## src/rtl/instr_prefetch.sv

```systemverilog
// Instruction fetch front end: issues sequential reads to a 1-cycle synchronous
// imem, buffers responses in a small FIFO and feeds the IF/ID register.
module instr_prefetch #(
  parameter logic [31:0] RESET_PC = 32'h0000_0000,
  parameter int          DEPTH    = 4
) (
  input  logic                     clk,
  input  logic                     reset,
  output logic                     imem_req,
  output logic [31:0]              imem_addr,
  input  logic [31:0]              imem_rdata,
  input  logic                     redirect,
  input  logic [31:0]              redirect_pc,
  input  logic                     id_stall,
  output logic [31:0]              if_id_instr,
  output logic [31:0]              if_id_npc,
  output logic                     if_id_valid,
  output logic [$clog2(DEPTH):0]   occupancy
);

  localparam int AW = $clog2(DEPTH);
  localparam int CW = AW + 1;

  logic [31:0]   fetch_pc_q, fetch_pc_d;
  logic [31:0]   req_addr_q, req_addr_d;
  logic          inflight_q, inflight_d;
  logic [AW-1:0] head_q, head_d;
  logic [AW-1:0] tail_q, tail_d;
  logic [CW-1:0] count_q, count_d;
  logic [31:0]   if_id_instr_q, if_id_instr_d;
  logic [31:0]   if_id_npc_q, if_id_npc_d;
  logic          if_id_valid_q, if_id_valid_d;

  logic [31:0]   fifo_instr_mem [DEPTH];
  logic [31:0]   fifo_npc_mem   [DEPTH];

  logic [CW:0]   credit_used;
  logic          push;
  logic          pop;

  // Credit counts the outstanding response so the FIFO can never overflow.
  assign credit_used = {1'b0, count_q} + (CW+1)'(inflight_q);
  assign imem_req    = !reset && !redirect && (credit_used < (CW+1)'(DEPTH));
  assign imem_addr   = fetch_pc_q;
  assign push        = inflight_q && !redirect;
  assign pop         = !redirect && !id_stall && (count_q != '0);

  assign if_id_instr = if_id_instr_q;
  assign if_id_npc   = if_id_npc_q;
  assign if_id_valid = if_id_valid_q;
  assign occupancy   = count_q;

  always_comb begin
    fetch_pc_d    = fetch_pc_q;
    req_addr_d    = req_addr_q;
    inflight_d    = 1'b0;
    head_d        = head_q;
    tail_d        = tail_q;
    count_d       = count_q;
    if_id_instr_d = if_id_instr_q;
    if_id_npc_d   = if_id_npc_q;
    if_id_valid_d = if_id_valid_q;

    if (redirect) begin
      fetch_pc_d    = {redirect_pc[31:2], 2'b00};
      head_d        = '0;
      tail_d        = '0;
      count_d       = '0;
      if_id_instr_d = '0;
      if_id_npc_d   = '0;
      if_id_valid_d = 1'b0;
    end else begin
      if (imem_req) begin
        fetch_pc_d = fetch_pc_q + 32'd4;
        req_addr_d = fetch_pc_q;
        inflight_d = 1'b1;
      end
      if (push) tail_d = tail_q + AW'(1);
      if (pop)  head_d = head_q + AW'(1);
      case ({push, pop})
        2'b10:   count_d = count_q + CW'(1);
        2'b01:   count_d = count_q - CW'(1);
        default: count_d = count_q;
      endcase
      // A stalled decode keeps its current IF/ID value untouched.
      if (!id_stall) begin
        if (count_q != '0) begin
          if_id_instr_d = fifo_instr_mem[head_q];
          if_id_npc_d   = fifo_npc_mem[head_q];
          if_id_valid_d = 1'b1;
        end else begin
          if_id_instr_d = '0;
          if_id_npc_d   = '0;
          if_id_valid_d = 1'b0;
        end
      end
    end
  end

  always_ff @(posedge clk) begin
    if (reset) begin
      fetch_pc_q    <= {RESET_PC[31:2], 2'b00};
      req_addr_q    <= '0;
      inflight_q    <= 1'b0;
      head_q        <= '0;
      tail_q        <= '0;
      count_q       <= '0;
      if_id_instr_q <= '0;
      if_id_npc_q   <= '0;
      if_id_valid_q <= 1'b0;
    end else begin
      fetch_pc_q    <= fetch_pc_d;
      req_addr_q    <= req_addr_d;
      inflight_q    <= inflight_d;
      head_q        <= head_d;
      tail_q        <= tail_d;
      count_q       <= count_d;
      if_id_instr_q <= if_id_instr_d;
      if_id_npc_q   <= if_id_npc_d;
      if_id_valid_q <= if_id_valid_d;
    end
  end

  // Storage carries no reset; validity is tracked by the pointers alone.
  always_ff @(posedge clk) begin
    if (!reset && push) begin
      fifo_instr_mem[tail_q] <= imem_rdata;
      fifo_npc_mem[tail_q]   <= req_addr_q + 32'd4;
    end
  end

  a_no_push_when_full: assert property (@(posedge clk) disable iff (reset)
    !(push && (count_q == CW'(DEPTH))));

endmodule
```

## config.mk

```make
export PLATFORM = sky130hd
export DESIGN_NAME = instr_prefetch
export DESIGN_NICKNAME = d
export VERILOG_FILES = /design/src/rtl/instr_prefetch.sv
export SDC_FILE = /design/constraint.sdc
export NUM_CORES = 1
export LEC_CHECK = 0
export CAP_MARGIN = 15
export CORE_MARGIN = 2
export CORE_UTILIZATION = 33
export DETAILED_ROUTE_END_ITERATION = 10
export GPL_ROUTABILITY_DRIVEN = 0
export SLEW_MARGIN = 20
export SYNTH_ARGS = -nofsm -noshare
export SYNTH_HDL_FRONTEND = slang
export SYNTH_SLANG_ARGS = --single-unit
```

## constraint.sdc

```tcl
create_clock -name clk -period 3 [get_ports clk]
set_clock_uncertainty 0.05 [all_clocks]
set_input_delay 0.6 -clock clk [delete_from_list [all_inputs] [get_ports clk]]
set_output_delay 0.6 -clock clk [all_outputs]
set_load 0.05 [all_outputs]
```

After elaboration in Yosys (flattened, before gate mapping)
Memories as Yosys holds them, arrays and structs flattened. A register that Yosys moved wholly into a read port is not among the register bits.
Cells that the tools add are included.

storage, ports and cells
  output and inout bits = 101
  input port bits = 68
  logic and storage cells = 50
  memories = 2
  bits in registers = 137
  bits in writable memories = 256

memory list
  name            depth  bits a word  read ports  clocked after Yosys merged registers in  wr ports  line  source
  fifo_instr_mem  4      32           1           1                                        1         34    logic [31:0] fifo_instr_mem [DEPTH];
  fifo_npc_mem    4      32           1           1                                        1         35    logic [31:0] fifo_npc_mem [DEPTH];

operators by class
  muxes and demuxes = 13
  bitwise gates (word level) = 1
  reduce and logical (&&, ||, !) cells = 14
  equal/unequal tests = 2
  add/subtract/negate cells = 7
  order comparisons = 1

operator list
  operator               count
  $mux 32                4
  $add 32x3->32 const B  2
  $mux 2                 4
  $logic_and 1x1->1      6
  $pmux 3 s2             1
  $add 2x1->2 const B    2
  $add 3x1->4            1
  $lt 4x3->1 const B     1
  $mux 1                 4
  $reduce_bool 2->1      2
  $add 3x1->3 const B    1
  $logic_not 1->1        3
  $reduce_bool 3->1      1
  $sub 3x1->3 const B    1
  $eq 2x1->1 const B     1
  $eq 2x2->1 const B     1
  $reduce_and 2->1       1
  $reduce_or 2->1        1
  $not 1->1              1

Longest topological paths before layout
  depth in word-level cells = 5
  depth in mapped cells = 11
  gate-level depth less buffers = 8

Worst setup path after synthesis
OpenSTA, ideal clock, no wires.

  path kind = input port to flip-flop
  start point = input port reset
  end point = memory fifo_instr_mem[0][0], enable pin
  required time = 2523 ps
  path slack = -49 ps
  stages on the path = 3
  path buffers = 1
  data arrival time = 2572 ps
  setup time = 427 ps
  cells stage by stage = clkbuf_1 -> nor2_1 -> and3_1

between the ends
  word-level cells in the longest chain between the ends = 4

RTL lines
  what                          line  source
  start, declared               8     input logic reset,
  $logic_not 1->1               126   if (!reset && push) begin
  $logic_and 1x1->1             126
  $mux 1                        126
  $mux 1 (implied by the code)  127   fifo_instr_mem[tail_q] <= imem_rdata;
  end, declared                 34

No other way between the ends.

Worst setup path in the final report
  start point = input port redirect
  end point = output port imem_req

between the ends
  word-level cells in the longest chain between the ends = 3

RTL lines
  what                            line  source
  start, declared                 12    input logic redirect,
  $logic_not 1->1                 43    assign imem_req = !reset && !redirect && (credit_used < (CW+1)'(DEPTH));
  $logic_and 1x1->1 (2 in a row)  43
  end, declared                   9     output logic imem_req,

No other way between the ends.

==> metrics <==
outcome=finished clean; GRT Util Overall=14.6%; grt total ovfl=0; Seq cells post-synth=381; Routed Antenna Nets=0; via count=9217; DRT met1 WL=15900 um; Tcrit/Tclk final=88.6%; f_max=0.376 GHz; largest net degree at the start of global routing=65; IO buf count=162; Cell Pwr Density=589 nW/um^2; Post-Synthesis Cells=1033; Slew Limit Headroom=40.8%; reg2reg path depth=5; Final min period=2.66 ns; layout cell share with drive strength beyond 1=12.9%; post-synthesis sequential area ratio=68.1%; Initial DRT Pass Iterations=4; cell count after placement=1755; CTS Buffer Depth=3; hold endpoint=req_addr_q[22]$_SDFFE_PP0P_; Starting Density=33.5%; Critical Path RT=2.35 ns; Core ar.=44300 um^2; final hold violations=0; H-tree lvl count=2; Async S/R FF share, synth=0%; Via density=5.04; fin nets=1282; Post-Syn Area=14900 um^2; final WL=34500 um; reg-to-reg slack, setup=0.52 ns; WL met2=16300 um; HP Class=in2reg; number of diodes=0; worst skew pair latency=0.53 ns; DR WL/cell=18.9 um; CTS buffer count=41; Max Used Layer=met4; Non-Filler Instances=1828; met3 wire len=1830 um; antenna violations before repair=0; WHS Path Cells=2; die height=216 um; chip width=216 um; crit path launch type=input pin; die area=46700 um^2; first-pass GRT wire length=53400 um; Mapped Avg Cell Area=14.4 um^2; final setup fails=0; P_leak=5.92 nW; Slew Viols, Final=0; FF-to-FF End=imem_addr[24]$_SDFFE_PP0P_; number of flops mapped to enable cells by yosys=248; CTS resizes=0; Area Overhead vs Synth=24.9%; Detail Placement HPWL=21400 um; Peak VDD IR=0.000333 V; clk sinks=381; Setup crit start=redirect; crit-path max FO=8; CP Class=in2out; R2R Path Start=imem_addr[3]$_SDFFE_PP0P_; Tot Pwr=10.9 mW; Worst Tran Pin Value=0.888 ns; RSZ-0062 raised after global routing=false; CTS tree=yes; setup repair bufs after CTS=0; Hold WS=0.342 ns; Worst Path Arrival=2.01 ns; Max-Cap Viols=0; Cell variety after synth=52; CP endpoint kind=primary output; root buf cell=clkbuf_16; most common flop cell mapped by yosys=edfxtp_1; detailed router's first-iteration violation count=600; Cell Rows=77; I/O pin count=169; YS warnings=0; Post-CTS Hold Buffers=0; Min-Delay Startpoint=reset; Reg clk slew, reported paths=0.06 ns; drt drc=0; setup TNS=0 ns; vias in the first global route=9177
kinds of logic after synthesis:
group,synth area share [%]
and+or+nand+nor,9.66
adders and majority gates,0.725
xor gates and xnor gates,2.36
buffers and inverters,2.36
muxes,9.47
DFF,68.1
other,0.0253
AOI/OAI and AO/OA,7.33
synthesized netlist by cell type (all sizes together) (2+ instances only):
library cell,count,area (um^2)
and3,16,100
a2111oi,4,36.3
a22oi,62,465
mux4,62,1400
or4,13,97.6
nor2,99,372
o21ai,5,25.0
inv,17,63.8
nand2,82,308
nand3,19,95.1
o311ai,4,35.0
and4,8,70.1
o211ai,6,45.0
nand4,28,175
o221ai,4,35.0
or2,2,12.5
buf,17,90.1
dfxtp,133,2660
nor3,6,30.0
a311oi,8,70.1
a211oi,8,60.1
a31o,2,26.3
a21oi,40,200
or3,11,68.8
xnor2,29,254
clkbuf,51,193
a31oi,4,25.0
and2,4,25.0
ha,7,87.6
nor4b,3,26.3
edfxtp,248,7450
o31ai,3,22.5
xor2,11,96.3
nor4,5,31.3
worst max-delay path by stage:
stage	endpoint	slack, ns	cells after the start
2_1_floorplan	imem_req	0.20	4
3_3_place_gp	occupancy[2]$_SDFFE_PP0P_	0.14	8
3_5_place_dp	occupancy[2]$_SDFFE_PP0P_	0.08	8
4_1_cts	imem_req	0.33	6
5_1_grt	imem_req	0.22	6
6_report	imem_req	0.34	6
sequential cells by signal, summed over array words and instances, names as in the netlist, named ones only:
| name | flops |
|---|---|
| fifo_instr_mem | 128 |
| imem_addr | 30 |
| inflight_q | 1 |
| if_id_npc | 30 |
| req_addr_q | 30 |
| fifo_npc_mem | 120 |
| if_id_instr | 32 |
| occupancy | 3 |
| tail_q | 2 |
| head_q | 2 |
| if_id_valid | 1 |
where the power goes:
group	total, mW	leakage (nW)	internal, mW	switching, mW
clock	4.68	0.597	2.75	1.93
sequential	5.70	3.47	5.63	0.0770
combinational	0.549	1.85	0.212	0.337
worst max-delay path, cell delays in order:
cell             delay (ns)
clkdlybuf4s50_1        0.61
buf_4                  0.17
nor2_1                 0.05
nand2_1                0.22
clkinv_1               0.14
buf_4                  0.21
metrics by stage:
stage	util, %	area (um^2)	setup slack (ns)
after floorplan	-	14900	0.196
after global placement	39.1	17300	0.145
after detailed placement	39.1	17300	0.0827
after CTS	41.9	18600	0.329
after global routing	41.9	18600	0.225
final	41.9	18600	0.341
cell type report:
| cell class | count | area (um^2) |
|---|---|---|
| fill | 4072 | 25800 |
| clock inverter | 7 | 57.6 |
| inverter | 18 | 67.6 |
| clock buffer | 66 | 1170 |
| tap | 592 | 741 |
| timing repair buffer | 195 | 1970 |
| sequential | 381 | 10100 |
| multi-input combinational | 569 | 4430 |
metal layers:
layer  up-vias  global-route usage, %
met3        44                   2.76
met1      4590                   19.7
met5         -                      0
met2       254                   24.5
met4         0                   3.24
li1       4329                      -
layout by cell type, fill, tap and decap left out, types with 9 or more instances in the layout:
| master | count |
|---|---|
| and3_1 | 12 |
| or3_1 | 11 |
| nand3_1 | 19 |
| clkdlybuf4s50_1 | 159 |
| nand2_1 | 82 |
| dfxtp_1 | 131 |
| clkbuf_1 | 21 |
| mux4_2 | 62 |
| or4_1 | 13 |
| buf_12 | 9 |
| inv_1 | 17 |
| xnor2_1 | 29 |
| buf_4 | 25 |
| edfxtp_1 | 248 |
| a21oi_1 | 40 |
| a22oi_1 | 62 |
| nand4_1 | 28 |
| xor2_1 | 11 |
| clkbuf_16 | 42 |
| nor2_1 | 98 |
Note: power is estimated with default switching activity, not from simulation.
